[src/rtl/pipe_ctrl_pkg.sv]
// Shared encodings for the pipelined control path: opcodes, functs, ALU codes,
// the ALU-op enum and the ID/EX control bundle.
package pipe_ctrl_pkg;

   localparam logic [5:0] OP_RTYPE = 6'b000000;
   localparam logic [5:0] OP_LW    = 6'b100011;
   localparam logic [5:0] OP_SW    = 6'b101011;
   localparam logic [5:0] OP_BEQ   = 6'b000100;
   localparam logic [5:0] OP_ADDI  = 6'b001000;
   localparam logic [5:0] OP_J     = 6'b000010;

   localparam logic [5:0] FN_ADD = 6'b100000;
   localparam logic [5:0] FN_SUB = 6'b100010;
   localparam logic [5:0] FN_AND = 6'b100100;
   localparam logic [5:0] FN_OR  = 6'b100101;
   localparam logic [5:0] FN_SLT = 6'b101010;

   localparam logic [2:0] ALU_AND = 3'b000;
   localparam logic [2:0] ALU_OR  = 3'b001;
   localparam logic [2:0] ALU_ADD = 3'b010;
   localparam logic [2:0] ALU_SUB = 3'b110;
   localparam logic [2:0] ALU_SLT = 3'b111;

   localparam logic [1:0] FWD_RF  = 2'b00;
   localparam logic [1:0] FWD_WB  = 2'b01;
   localparam logic [1:0] FWD_MEM = 2'b10;

   typedef enum logic [1:0] {
      ALUOP_ADD   = 2'b00,
      ALUOP_SUB   = 2'b01,
      ALUOP_FUNCT = 2'b10
   } aluop_e;

   typedef struct packed {
      logic       regwrite;
      logic       memtoreg;
      logic       memwrite;
      logic       branch;
      logic [2:0] alucontrol;
      logic       alusrc;
      logic       regdst;
   } idex_ctrl_t;

   function automatic logic [2:0] alu_decode(input aluop_e aluop, input logic [5:0] funct);
      logic [2:0] alu;
      case (aluop)
         ALUOP_ADD: alu = ALU_ADD;
         ALUOP_SUB: alu = ALU_SUB;
         ALUOP_FUNCT: begin
            case (funct)
               FN_ADD:  alu = ALU_ADD;
               FN_SUB:  alu = ALU_SUB;
               FN_AND:  alu = ALU_AND;
               FN_OR:   alu = ALU_OR;
               FN_SLT:  alu = ALU_SLT;
               default: alu = ALU_AND;
            endcase
         end
         default: alu = ALU_AND;
      endcase
      return alu;
   endfunction

endpackage

[src/rtl/pipe_hazard_controller_hazard_unit.sv]
// Stall, flush and forward-select generation from the current stage registers
// and the DEC source registers; purely combinational.
module hazard_unit
   import pipe_ctrl_pkg::*;
#(
   parameter int REG_W  = 5,
   parameter bit EN_FWD = 1'b1
) (
   input  logic             reset,
   input  logic [REG_W-1:0] rs_DEC,
   input  logic [REG_W-1:0] rt_DEC,
   input  logic             jump_DEC,
   input  logic [REG_W-1:0] rs_EXE,
   input  logic [REG_W-1:0] rt_EXE,
   input  logic             regwrite_EXE,
   input  logic             memtoreg_EXE,
   input  logic [REG_W-1:0] writereg_EXE,
   input  logic             regwrite_MEM,
   input  logic             branch_MEM,
   input  logic             zero_MEM,
   input  logic [REG_W-1:0] writereg_MEM,
   input  logic             regwrite_WB,
   input  logic [REG_W-1:0] writereg_WB,
   output logic             stall,
   output logic             flush_DEC,
   output logic             flush_EXE,
   output logic             pcsrc_MEM,
   output logic [1:0]       forwarda_EXE,
   output logic [1:0]       forwardb_EXE
);

   logic lwstall_s;
   logic rawstall_s;

   // Register 0 is hard-wired, so it never creates a dependency.
   function automatic logic reg_hit(input logic [REG_W-1:0] src, input logic [REG_W-1:0] dst);
      return (src != {REG_W{1'b0}}) && (src == dst);
   endfunction

   function automatic logic [1:0] fwd_sel(input logic [REG_W-1:0] src);
      logic [1:0] sel;
      if (regwrite_MEM && reg_hit(src, writereg_MEM)) begin
         sel = FWD_MEM;
      end else if (regwrite_WB && reg_hit(src, writereg_WB)) begin
         sel = FWD_WB;
      end else begin
         sel = FWD_RF;
      end
      return sel;
   endfunction

   // Hazard detection and the resulting stall/flush controls
   always_comb begin
      lwstall_s = memtoreg_EXE & regwrite_EXE &
                  (reg_hit(rs_DEC, writereg_EXE) | reg_hit(rt_DEC, writereg_EXE));
      if (EN_FWD) begin
         rawstall_s = 1'b0;
      end else begin
         rawstall_s = (regwrite_EXE & (reg_hit(rs_DEC, writereg_EXE) | reg_hit(rt_DEC, writereg_EXE))) |
                      (regwrite_MEM & (reg_hit(rs_DEC, writereg_MEM) | reg_hit(rt_DEC, writereg_MEM)));
      end
      pcsrc_MEM = branch_MEM & zero_MEM & ~reset;
      stall     = (lwstall_s | rawstall_s) & ~pcsrc_MEM & ~reset;
      flush_DEC = (pcsrc_MEM | (jump_DEC & ~stall)) & ~reset;
      flush_EXE = stall | pcsrc_MEM;
   end

   // Forward selects; MEM result takes priority over WB
   always_comb begin
      if (EN_FWD && !reset) begin
         forwarda_EXE = fwd_sel(rs_EXE);
         forwardb_EXE = fwd_sel(rt_EXE);
      end else begin
         forwarda_EXE = FWD_RF;
         forwardb_EXE = FWD_RF;
      end
   end

endmodule

[src/rtl/pipe_hazard_controller.sv]
// Five-stage control path: decodes in DEC, carries control bits through
// ID/EX, EX/MEM and MEM/WB, and delegates hazards to hazard_unit.
module pipe_hazard_controller
   import pipe_ctrl_pkg::*;
#(
   parameter int REG_W  = 5,
   parameter bit EN_FWD = 1'b1
) (
   input  logic             clk,
   input  logic             reset,
   input  logic [5:0]       opcode_DEC,
   input  logic [5:0]       funct_DEC,
   input  logic [REG_W-1:0] rs_DEC,
   input  logic [REG_W-1:0] rt_DEC,
   input  logic [REG_W-1:0] writereg_EXE,
   input  logic [REG_W-1:0] writereg_MEM,
   input  logic [REG_W-1:0] writereg_WB,
   input  logic             zero_MEM,
   output logic             alusrc_EXE,
   output logic             regdst_EXE,
   output logic [2:0]       alucontrol_EXE,
   output logic             memwrite_MEM,
   output logic             pcsrc_MEM,
   output logic             regwrite_WB,
   output logic             memtoreg_WB,
   output logic             jump_DEC,
   output logic             stall_FET,
   output logic             stall_DEC,
   output logic             flush_DEC,
   output logic [1:0]       forwarda_EXE,
   output logic [1:0]       forwardb_EXE
);

   idex_ctrl_t       dec_ctrl_s;
   aluop_e           aluop_s;
   logic             alu_used_s;
   logic             jump_s;
   logic             stall_s;
   logic             flush_exe_s;
   logic             pcsrc_s;

   idex_ctrl_t       ex_ctrl_d, ex_ctrl_q;
   logic [REG_W-1:0] rs_ex_d, rs_ex_q, rt_ex_d, rt_ex_q;
   logic             regwrite_mem_d, regwrite_mem_q;
   logic             memtoreg_mem_d, memtoreg_mem_q;
   logic             memwrite_mem_d, memwrite_mem_q;
   logic             branch_mem_d, branch_mem_q;
   logic             regwrite_wb_d, regwrite_wb_q;
   logic             memtoreg_wb_d, memtoreg_wb_q;

   // Main decode; unknown opcodes and j leave every datapath control at 0
   always_comb begin
      dec_ctrl_s = '0;
      aluop_s    = ALUOP_ADD;
      alu_used_s = 1'b0;
      jump_s     = 1'b0;
      case (opcode_DEC)
         OP_RTYPE: begin
            dec_ctrl_s.regwrite = 1'b1;
            dec_ctrl_s.regdst   = 1'b1;
            aluop_s             = ALUOP_FUNCT;
            alu_used_s          = 1'b1;
         end
         OP_LW: begin
            dec_ctrl_s.regwrite = 1'b1;
            dec_ctrl_s.alusrc   = 1'b1;
            dec_ctrl_s.memtoreg = 1'b1;
            alu_used_s          = 1'b1;
         end
         OP_SW: begin
            dec_ctrl_s.alusrc   = 1'b1;
            dec_ctrl_s.memwrite = 1'b1;
            alu_used_s          = 1'b1;
         end
         OP_BEQ: begin
            dec_ctrl_s.branch = 1'b1;
            aluop_s           = ALUOP_SUB;
            alu_used_s        = 1'b1;
         end
         OP_ADDI: begin
            dec_ctrl_s.regwrite = 1'b1;
            dec_ctrl_s.alusrc   = 1'b1;
            alu_used_s          = 1'b1;
         end
         OP_J: begin
            jump_s = 1'b1;
         end
         default: begin
            dec_ctrl_s = '0;
         end
      endcase
      if (alu_used_s) begin
         dec_ctrl_s.alucontrol = alu_decode(aluop_s, funct_DEC);
      end else begin
         dec_ctrl_s.alucontrol = ALU_AND;
      end
   end

   hazard_unit #(
      .REG_W  (REG_W),
      .EN_FWD (EN_FWD)
   ) u_hazard (
      .reset        (reset),
      .rs_DEC       (rs_DEC),
      .rt_DEC       (rt_DEC),
      .jump_DEC     (jump_s),
      .rs_EXE       (rs_ex_q),
      .rt_EXE       (rt_ex_q),
      .regwrite_EXE (ex_ctrl_q.regwrite),
      .memtoreg_EXE (ex_ctrl_q.memtoreg),
      .writereg_EXE (writereg_EXE),
      .regwrite_MEM (regwrite_mem_q),
      .branch_MEM   (branch_mem_q),
      .zero_MEM     (zero_MEM),
      .writereg_MEM (writereg_MEM),
      .regwrite_WB  (regwrite_wb_q),
      .writereg_WB  (writereg_WB),
      .stall        (stall_s),
      .flush_DEC    (flush_DEC),
      .flush_EXE    (flush_exe_s),
      .pcsrc_MEM    (pcsrc_s),
      .forwarda_EXE (forwarda_EXE),
      .forwardb_EXE (forwardb_EXE)
   );

   // Next-state of the stage registers; a cleared stage becomes an all-zero bubble
   always_comb begin
      if (flush_exe_s) begin
         ex_ctrl_d = '0;
         rs_ex_d   = {REG_W{1'b0}};
         rt_ex_d   = {REG_W{1'b0}};
      end else begin
         ex_ctrl_d = dec_ctrl_s;
         rs_ex_d   = rs_DEC;
         rt_ex_d   = rt_DEC;
      end
      if (pcsrc_s) begin
         regwrite_mem_d = 1'b0;
         memtoreg_mem_d = 1'b0;
         memwrite_mem_d = 1'b0;
         branch_mem_d   = 1'b0;
      end else begin
         regwrite_mem_d = ex_ctrl_q.regwrite;
         memtoreg_mem_d = ex_ctrl_q.memtoreg;
         memwrite_mem_d = ex_ctrl_q.memwrite;
         branch_mem_d   = ex_ctrl_q.branch;
      end
      regwrite_wb_d = regwrite_mem_q;
      memtoreg_wb_d = memtoreg_mem_q;
   end

   // Stage registers
   always_ff @(posedge clk) begin
      if (reset) begin
         ex_ctrl_q      <= '0;
         rs_ex_q        <= {REG_W{1'b0}};
         rt_ex_q        <= {REG_W{1'b0}};
         regwrite_mem_q <= 1'b0;
         memtoreg_mem_q <= 1'b0;
         memwrite_mem_q <= 1'b0;
         branch_mem_q   <= 1'b0;
         regwrite_wb_q  <= 1'b0;
         memtoreg_wb_q  <= 1'b0;
      end else begin
         ex_ctrl_q      <= ex_ctrl_d;
         rs_ex_q        <= rs_ex_d;
         rt_ex_q        <= rt_ex_d;
         regwrite_mem_q <= regwrite_mem_d;
         memtoreg_mem_q <= memtoreg_mem_d;
         memwrite_mem_q <= memwrite_mem_d;
         branch_mem_q   <= branch_mem_d;
         regwrite_wb_q  <= regwrite_wb_d;
         memtoreg_wb_q  <= memtoreg_wb_d;
      end
   end

   assign alusrc_EXE     = ex_ctrl_q.alusrc;
   assign regdst_EXE     = ex_ctrl_q.regdst;
   assign alucontrol_EXE = ex_ctrl_q.alucontrol;
   assign memwrite_MEM   = memwrite_mem_q;
   assign pcsrc_MEM      = pcsrc_s;
   assign regwrite_WB    = regwrite_wb_q;
   assign memtoreg_WB    = memtoreg_wb_q;
   assign jump_DEC       = jump_s;
   assign stall_FET      = stall_s;
   assign stall_DEC      = stall_s;

endmodule

[config.mk]
export PLATFORM = sky130hd
export DESIGN_NAME = pipe_hazard_controller
export DESIGN_NICKNAME = d
export VERILOG_FILES = /design/src/rtl/pipe_ctrl_pkg.sv /design/src/rtl/pipe_hazard_controller_hazard_unit.sv /design/src/rtl/pipe_hazard_controller.sv
export SDC_FILE = /design/constraint.sdc
export NUM_CORES = 1
export LEC_CHECK = 0
export ABC_CLOCK_PERIOD_IN_PS = 2000
export BUFFER_PORTS_ARGS = -buffer_cell sky130_fd_sc_hd__buf_2
export CORE_MARGIN = 3
export CORE_UTILIZATION = 30
export CTS_BUF_LIST = sky130_fd_sc_hd__clkbuf_4
export DETAILED_ROUTE_END_ITERATION = 6
export REMOVE_ABC_BUFFERS = 1
export SYNTH_ARGS = -nofsm -noshare
export SYNTH_HDL_FRONTEND = slang
export SYNTH_SLANG_ARGS = --single-unit
[constraint.sdc]
create_clock -name clk -period 2 [get_ports clk]
set_clock_uncertainty 0.15 [all_clocks]
set_input_delay 0.1 -clock clk [delete_from_list [all_inputs] [get_ports clk]]
set_output_delay 0.1 -clock clk [all_outputs]
set_load 0.05 [all_outputs]
==> impl_results.rst, run 1 <==
.. list-table::
   :header-rows: 1

   * - Metric
     - Value
   * - Ys flop type
     - dfxtp_1
   * - Max Slew Vio Count
     - 0
   * - Die width
     - ~73 microns
   * - First element of the critical path
     - rt_ex_q[3]
   * - Smallest hold slack
     - 0.0396 ns
   * - Total setup violations reported at the end of the flow
     - 3
   * - Count of unique library cells instantiated by Yosys
     - 36
   * - Worst R2R Path Depth
     - 5
   * - Worst Slack Setup Final
     - -0.157 ns
   * - Critical path endpoint
     - forwardb_EXE[0]
   * - Net count of the finished layout
     - 272
   * - Design Area, Final
     - ~2100 sq um
   * - Cell breakdown of the critical path
     - or4_4 -> nor2_4 -> nor4_2 -> nor4_2 -> buf_4
   * - Main combinational cell family by area after synthesis
     - simple AND/OR/NAND/NOR gates
   * - Clock buffer count from CTS
     - 3
   * - Final ANT Viol Nets
     - 0
   * - Multiplexer share of the synthesized area
     - 0
   * - Estimated wirelength of the detail-placed design
     - 2600 microns
   * - Pin count of the biggest net entering global routing
     - 17
   * - Adder-cell share of the synthesized area
     - 0
   * - Total die area
     - 5260 sq um
   * - Violated checks
     - negative setup slack
   * - Final design utilization
     - 0.496
   * - Routed vias
     - approximately 1,300
   * - Number of vias per cell
     - 4.80
   * - VDD IR-drop max
     - roughly 0.00021 V
   * - Maximum root-to-sink buffer count
     - 2
   * - Sequential-to-total area share from yosys stat
     - 0.377
   * - Detailed-route wire length per cell
     - between 10 and 15 microns
   * - Port Buffer Count
     - 56
   * - Minimum clock period after layout
     - approximately 2.2 ns
   * - Clock input transition at the sequential cells of the worst setup and hold paths
     - about 0.15 ns
   * - Reg2Reg Launch Point
     - branch_mem_q
   * - Outcome
     - complete, but fails checks
   * - Unrepaired setup endpoints after global routing
     - yes
   * - Clock sink count
     - 25
   * - Ratio of cells with drive above 1 in the final layout
     - 0.424
   * - Register bit total from synthesis
     - 25
   * - Initial cell density of the core
     - 0.320
   * - Max Freq
     - about 460 MHz
   * - Most prevalent standard cell on the critical path
     - nor4_2
   * - Class of the most critical setup path
     - reg2out
   * - Remaining Overflow, GRT
     - 0
   * - Worst R2R Setup Slack
     - 0.53 ns
   * - Leakage power summed over all cells
     - 0.883 nW
   * - Layout area overhead
     - 54.9%
   * - TritonCTS clock tree
     - yes
   * - Max-Slew Margin vs Limit
     - 0.798
   * - Post-synthesis instance area
     - 1330 sq um
   * - Max-capacitance violation count
     - 0
   * - Actual transition at the worst max-transition pin
     - 0.301 ns
   * - Final Hold Fails
     - 0
   * - DP Cell Count
     - roughly 250
   * - Root buffer cell
     - clkbuf_4
   * - Worst path required time
     - 1.75 ns
   * - Total core area
     - 4140 sq um
   * - Portion of the clock cycle consumed by the worst path in the final layout
     - 1.08
   * - Worst EP arrival
     - ~1.9 ns
   * - Biggest fanout along the worst timing path
     - 2
   * - R2R Path End
     - rs_ex_q[4]
   * - Diodes inserted
     - 0
   * - Cell area after placement
     - between 1500 and 2000 sq um
   * - Nature of the critical path startpoint
     - register
   * - Overall Global Routing Usage
     - 0.138
   * - DR pass1 iterations
     - 6
   * - Weighted congestion at the end of routability-driven global placement
     - approximately 0.81
   * - Count of flip-flops with a built-in enable after synthesis
     - 0
   * - Stage delay of the slowest cell on the critical path
     - 0.55 ns
   * - Wire length of the first global-routing pass
     - 5820 microns
   * - Share of flip-flops with an asynchronous set or reset after synthesis
     - 0
   * - Number of global-route vias before repair
     - 1,395
   * - Number of placement rows
     - 23
   * - Chip height
     - 72.5 microns
   * - Antenna violations before repair
     - 0
   * - Count of non-filler cells in the finished layout
     - roughly 280
   * - Power per Cell Area
     - 481 nW/um^2
   * - Cell with the biggest individual delay on the critical path
     - or4_4
   * - Mapped Avg Cell Area
     - 9.03 sq um
   * - Number of violations reported at the end of detailed-routing iteration 0
     - 39
   * - Count of synthesis-stage warnings from yosys
     - 0
   * - Capturing element type of the critical path
     - output pin
   * - Post-Synth Simple-Gate Area
     - 0.325
   * - Boundary Pins
     - 57
   * - Share of the synthesized area in compound gates (AO/OA/AOI/OAI)
     - 0.0679
   * - H-tree level count
     - 1
   * - Routed Wire Length
     - 3690 microns
   * - Parity-gate share of the synthesized area counting xor and xnor cells
     - 0.185
   * - Number of instances in the synthesized netlist
     - 147
   * - Clock latency on the worst-skew pair
     - 0.33 ns
   * - DR DRC count
     - 0
   * - Path category of the worst min-delay check
     - in2reg
## sequential cells by signal, summed over array words and instances (netlist names)
| register | flops |
|---|---|
| alucontrol_EXE | 3 |
| memtoreg_mem_q | 1 |
| ex_ctrl_q | 4 |
| regdst_EXE | 1 |
| memtoreg_WB | 1 |
| rt_ex_q | 5 |
| alusrc_EXE | 1 |
| branch_mem_q | 1 |
| regwrite_mem_q | 1 |
| regwrite_WB | 1 |
| memwrite_MEM | 1 |
| rs_ex_q | 5 |
## where the power goes
| part | total [mW] | internal (mW) | switching (mW) | leakage (nW) |
|---|---|---|---|---|
| combinational | 0.240 | 0.131 | 0.109 | 0.663 |
| sequential | 0.525 | 0.512 | 0.0132 | 0.206 |
| clock | 0.224 | 0.0765 | 0.148 | 0.0139 |
| total | 0.989 | 0.720 | 0.269 | 0.883 |
## worst min-delay path by stage
stage	start	cells past startpoint	end
2_1_floorplan	reset	1	memtoreg_WB
3_3_place_gp	rt_DEC[4]	2	rt_ex_q[4]
3_5_place_dp	rt_DEC[4]	2	rt_ex_q[4]
4_1_cts	funct_DEC[2]	4	alucontrol_EXE[2]
5_1_grt	opcode_DEC[4]	3	ex_ctrl_q[5]
6_report	opcode_DEC[4]	3	ex_ctrl_q[5]
## repair_timing
item	in CTS	in global routing
hold buffers	19	0
endpoints found under the hold margin	21	0
gates resized for setup	16	18
setup buffers	10	0
pin swaps	7	8
endpoints found under the setup margin	5	7
## layout make-up
type / instances / area, sq um
clock buffer: 3 / 22.5
clock inverter: 1 / 7.51
fill: 405 / 2090
inverter: 2 / 12.5
multi-input combinational: 113 / 847
sequential: 25 / 507
tap: 50 / 62.6
timing repair buffer: 87 / 598
## routing by layer
metal	part of all wire	up-vias	track usage
met5	0	-	0
met1	0.41	613	0.152
met2	0.52	40	0.257
met4	0.025	0	0.0758
li1	-	686	-
met3	0.041	10	0.0111
## cell usage in the layout (no fill, tap or decap), types with 3 or more instances in the layout
| master | n |
|---|---|
| and2_1 | 4 |
| xnor2_1 | 14 |
| o21ai_0 | 3 |
| nor4_2 | 3 |
| nand4_1 | 4 |
| buf_6 | 6 |
| or2_2 | 3 |
| nor2b_1 | 6 |
| nor2_1 | 5 |
| buf_4 | 12 |
| dfxtp_2 | 5 |
| xor2_1 | 12 |
| nand2_1 | 10 |
| dlygate4sd3_1 | 19 |
| clkbuf_4 | 3 |
| nand3_1 | 3 |
| buf_2 | 50 |
| nor4_1 | 7 |
| dfxtp_1 | 20 |
| and3_1 | 11 |
## stage by stage
stage | setup slack (ns) | TNS [ns] | power [mW]
2_1_floorplan | -1.48 | -3.42 | 0.619
3_3_place_gp | 0.121 | 0 | 0.701
3_5_place_dp | 0.122 | 0 | 0.703
4_1_cts | -0.134 | -0.285 | 0.980
5_1_grt | -0.246 | -0.534 | 1.04
6_report | -0.157 | -0.300 | 0.989
## kinds of logic (layout without fill, tap and decap cells)
kind of cell              count (synthesis)  count (layout)
xor gates and xnor gates                 28              28
buffers and inverters                     9              93
AOI/OAI and AO/OA                        12              12
and+or+nand+nor                          73              73
DFF                                      25              25
## worst max-delay path, delay by kind of cell (launching register included)
kind,cells,cell delay (ns)
buffers and inverters,1,0.24
and+or+nand+nor,4,1.01
DFF,1,0.34
## cells in the mapped netlist, drive strengths merged, types with 3 or more instances
cell   count  area share
dfxtp     25        0.38
xnor2     16        0.11
xor2      12       0.079
and3      11       0.052
nor4      11       0.052
nand2     10       0.028
nor2       7       0.020
nor2b      7       0.033
buf        6       0.035
and2       4       0.019
nand4      4       0.019
or2        4       0.021
a21oi      3       0.014
nand3      3       0.011
nor3       3       0.015
o21ai      3       0.011
or4        3       0.017
Power figures use the tool's default switching activity.
==> inputs of run 2 (changes only) <==
--- a/config.mk
+++ b/config.mk
@@ -7,10 +7,13 @@
 export LEC_CHECK = 0
 export ABC_CLOCK_PERIOD_IN_PS = 2000
 export BUFFER_PORTS_ARGS = -buffer_cell sky130_fd_sc_hd__buf_2
+export CELL_PAD_IN_SITES_DETAIL_PLACEMENT = 1
+export CELL_PAD_IN_SITES_GLOBAL_PLACEMENT = 1
 export CORE_MARGIN = 3
 export CORE_UTILIZATION = 30
 export CTS_BUF_LIST = sky130_fd_sc_hd__clkbuf_4
 export DETAILED_ROUTE_END_ITERATION = 6
+export PLACE_DENSITY_LB_ADDON = 0.1
 export REMOVE_ABC_BUFFERS = 1
 export SYNTH_ARGS = -nofsm -noshare
 export SYNTH_HDL_FRONTEND = slang
==> run 2 against run 1 <==
Utilization rose by 0.091 points. Critical path depth did not move. Flip-flop and latch count did not move. The run still ends with negative setup slack left. Register-to-register slack barely moved. Clock power barely moved.
==> impl_results.rst, run 2 (synthesis results as in run 1) <==
.. list-table::
   :header-rows: 1

   * - Metric
     - Value
   * - Portion of the clock cycle consumed by the worst path in the final layout
     - 1.04
   * - Max Slew Vio Count
     - 0
   * - Remaining Overflow, GRT
     - 0
   * - Port Buffer Count
     - 56
   * - VDD IR-drop max
     - 0.000209 V
   * - Critical path endpoint
     - forwardb_EXE[0]
   * - Maximum root-to-sink buffer count
     - 2
   * - Flop pwr share
     - 0.534
   * - Routed vias
     - 1,337
   * - Fraction of power spent switching nets
     - 0.271
   * - Nature of the critical path startpoint
     - register
   * - TritonCTS clock tree
     - yes
   * - Cell breakdown of the critical path
     - or4_4 -> nor2_4 -> nor4_4 -> nor4_2 -> buf_4
   * - Weighted congestion at the end of routability-driven global placement
     - 0.769
   * - Final design utilization
     - 0.497
   * - Class of the most critical setup path
     - reg2out
   * - Worst path required time
     - between 1.5 and 2 ns
   * - Actual transition at the worst max-transition pin
     - between 0.3 and 0.4 ns
   * - Total negative setup slack
     - -0.153 ns
   * - Biggest fanout along the worst timing path
     - 2
   * - Met1 Usage GRT
     - 0.183
   * - Ratio of cells with drive above 1 in the final layout
     - 0.419
   * - Initial cell density of the core
     - 0.320
   * - Total setup violations reported at the end of the flow
     - 3
   * - Leakage power summed over all cells
     - 0.874 nW
   * - Estimated wirelength of the detail-placed design
     - 3040 microns
   * - R2R Path End
     - alusrc_EXE
   * - Clock latency on the worst-skew pair
     - 0.31 ns
   * - Commonest cells after routing, fill and taps aside
     - buf_2, dlygate4sd3_1, dfxtp_1
   * - Worst EP arrival
     - 1.83 ns
   * - Number of global-route vias before repair
     - 1,425
   * - Layout area overhead
     - 55.2%
   * - Number of filler cells placed in the layout
     - 507
   * - Max Freq
     - 480 MHz
   * - Number of violations reported at the end of detailed-routing iteration 0
     - 23
   * - Root buffer cell
     - clkbuf_4
   * - Met3 usage
     - 0.0180
   * - Number of placement rows
     - 23
   * - Routed Wire Length
     - 3810 microns
   * - Overall Global Routing Usage
     - 0.150
   * - Minimum clock period after layout
     - 2.08 ns
   * - Top Usage Layer GRT
     - met2
   * - Clock input transition at the sequential cells of the worst setup and hold paths
     - 0.12 ns
   * - Detailed-route wire length per cell
     - 13.7 microns
   * - Wire length of the first global-routing pass
     - 6390 microns
   * - Largest registers
     - rs_ex_q: 5 flops, rt_ex_q: 5 flops, ex_ctrl_q: 4 flops
   * - Reg2Reg Launch Point
     - branch_mem_q
   * - Final Hold Fails
     - 0
   * - Number of vias per cell
     - roughly 4.8
   * - Path category of the worst min-delay check
     - in2reg
   * - Violated checks
     - negative setup slack
   * - Outcome
     - complete, but fails checks
   * - Capturing element type of the critical path
     - output pin
   * - Worst R2R Setup Slack
     - 0.53 ns
   * - Clock network power share
     - 0.225
   * - Boundary Pins
     - 57
   * - Clock buffer count from CTS
     - 3
   * - Clock sink count
     - 25
   * - Pin count of the biggest net entering global routing
     - 17
   * - Worst R2R Path Depth
     - 6
   * - Chip height
     - 72.5 microns
   * - Worst Slack Setup Final
     - -0.0834 ns
   * - Cell with the biggest individual delay on the critical path
     - or4_4
   * - Die width
     - approximately 73 microns
   * - DR pass1 iterations
     - 3
   * - Max-Slew Margin vs Limit
     - 0.781
   * - Diodes inserted
     - 0
   * - Worst Hold Path Cells
     - 5
   * - H-tree level count
     - 1
   * - First element of the critical path
     - rt_ex_q[3]
   * - Total die area
     - 5260 sq um
   * - Total core area
     - 4140 sq um
   * - Max-capacitance violation count
     - 0
   * - Total design power
     - 0.984 mW
   * - Logic gate share of total power
     - 0.241
   * - Antenna violations before repair
     - 0
   * - Final ANT Viol Nets
     - 0
   * - Stage delay of the slowest cell on the critical path
     - 0.54 ns
   * - DR DRC count
     - 0
   * - Internal power
     - between 0.7 and 0.8 mW
   * - Net count of the finished layout
     - 270
   * - Unrepaired setup endpoints after global routing
     - yes
   * - Switching power summed over all nets
     - 0.267 mW
   * - Power per Cell Area
     - 477 nW/um^2
   * - GR met2 Demand/Resource
     - 0.273
   * - Most frequent standard cell in the layout excluding fill and tap cells
     - buf_2
-- run 2: what timing repair did --
| item | 4_1_cts | 5_1_grt |
|---|---|---|
| pin swaps | 9 | 4 |
| gates resized for setup | 23 | 13 |
| hold buffers | 20 | 0 |
| endpoints found under the setup margin | 5 | 7 |
| buffers inserted | 8 | 0 |
| hold endpoints to repair | 21 | 0 |
-- run 2: critical path: cells and delay by family, from the launching register on --
family | cells | cell delay [ns]
AND/OR/NAND/NOR | 4 | 0.95
flip-flops | 1 | 0.34
buffers and inverters | 1 | 0.24
-- run 2: layer usage --
layer / part of all wire / vias up
met3: 0.049 / 4
met4: 0.013 / 0
li1: - / 682
met5: 0 / -
met2: 0.49 / 41
met1: 0.45 / 610
-- run 2: worst min path at each step --
stage                        from           to
finish              opcode_DEC[3]   alusrc_EXE
global placement        rt_DEC[4]   rt_ex_q[4]
global route        opcode_DEC[3]   alusrc_EXE
floorplan                   reset  memtoreg_WB
CTS                 opcode_DEC[3]   alusrc_EXE
detailed placement      rt_DEC[4]   rt_ex_q[4]
-- run 2: cell type report --
cell class / count / area [sq um] / share of cell area
Multi-Input combinational cell: 113 / 861 / 0.418
Tap cell: 50 / 62.6 / 0.0304
Inverter: 2 / 10.0 / 0.00486
Sequential cell: 25 / 508 / 0.247
Clock inverter: 1 / 7.51 / 0.00364
Clock buffer: 3 / 22.5 / 0.0109
Timing Repair Buffer: 85 / 589 / 0.286
-- run 2: per-stage QoR --
stage                     area [sq um]  std cells  hold WS (ns)  setup slack, ns
after CTS                         2000        279        0.0222           -0.105
after global placement            1630        247         0.216            0.107
after detailed placement          1630        247         0.210           0.0368
after global routing              2060        279        0.0540           -0.173
final                             2060        279        0.0374          -0.0834
after floorplan                   1280        140        0.0216            -1.48
-- run 2: power groups by stage --
stage | clock network, mW | registers, mW | logic, mW
after floorplan | 0 | 0.536 | 0.0828
after global placement | 0 | 0.534 | 0.164
after detailed placement | 0 | 0.536 | 0.170
after CTS | 0.233 | 0.524 | 0.230
after global routing | 0.251 | 0.527 | 0.260
final | 0.221 | 0.525 | 0.237
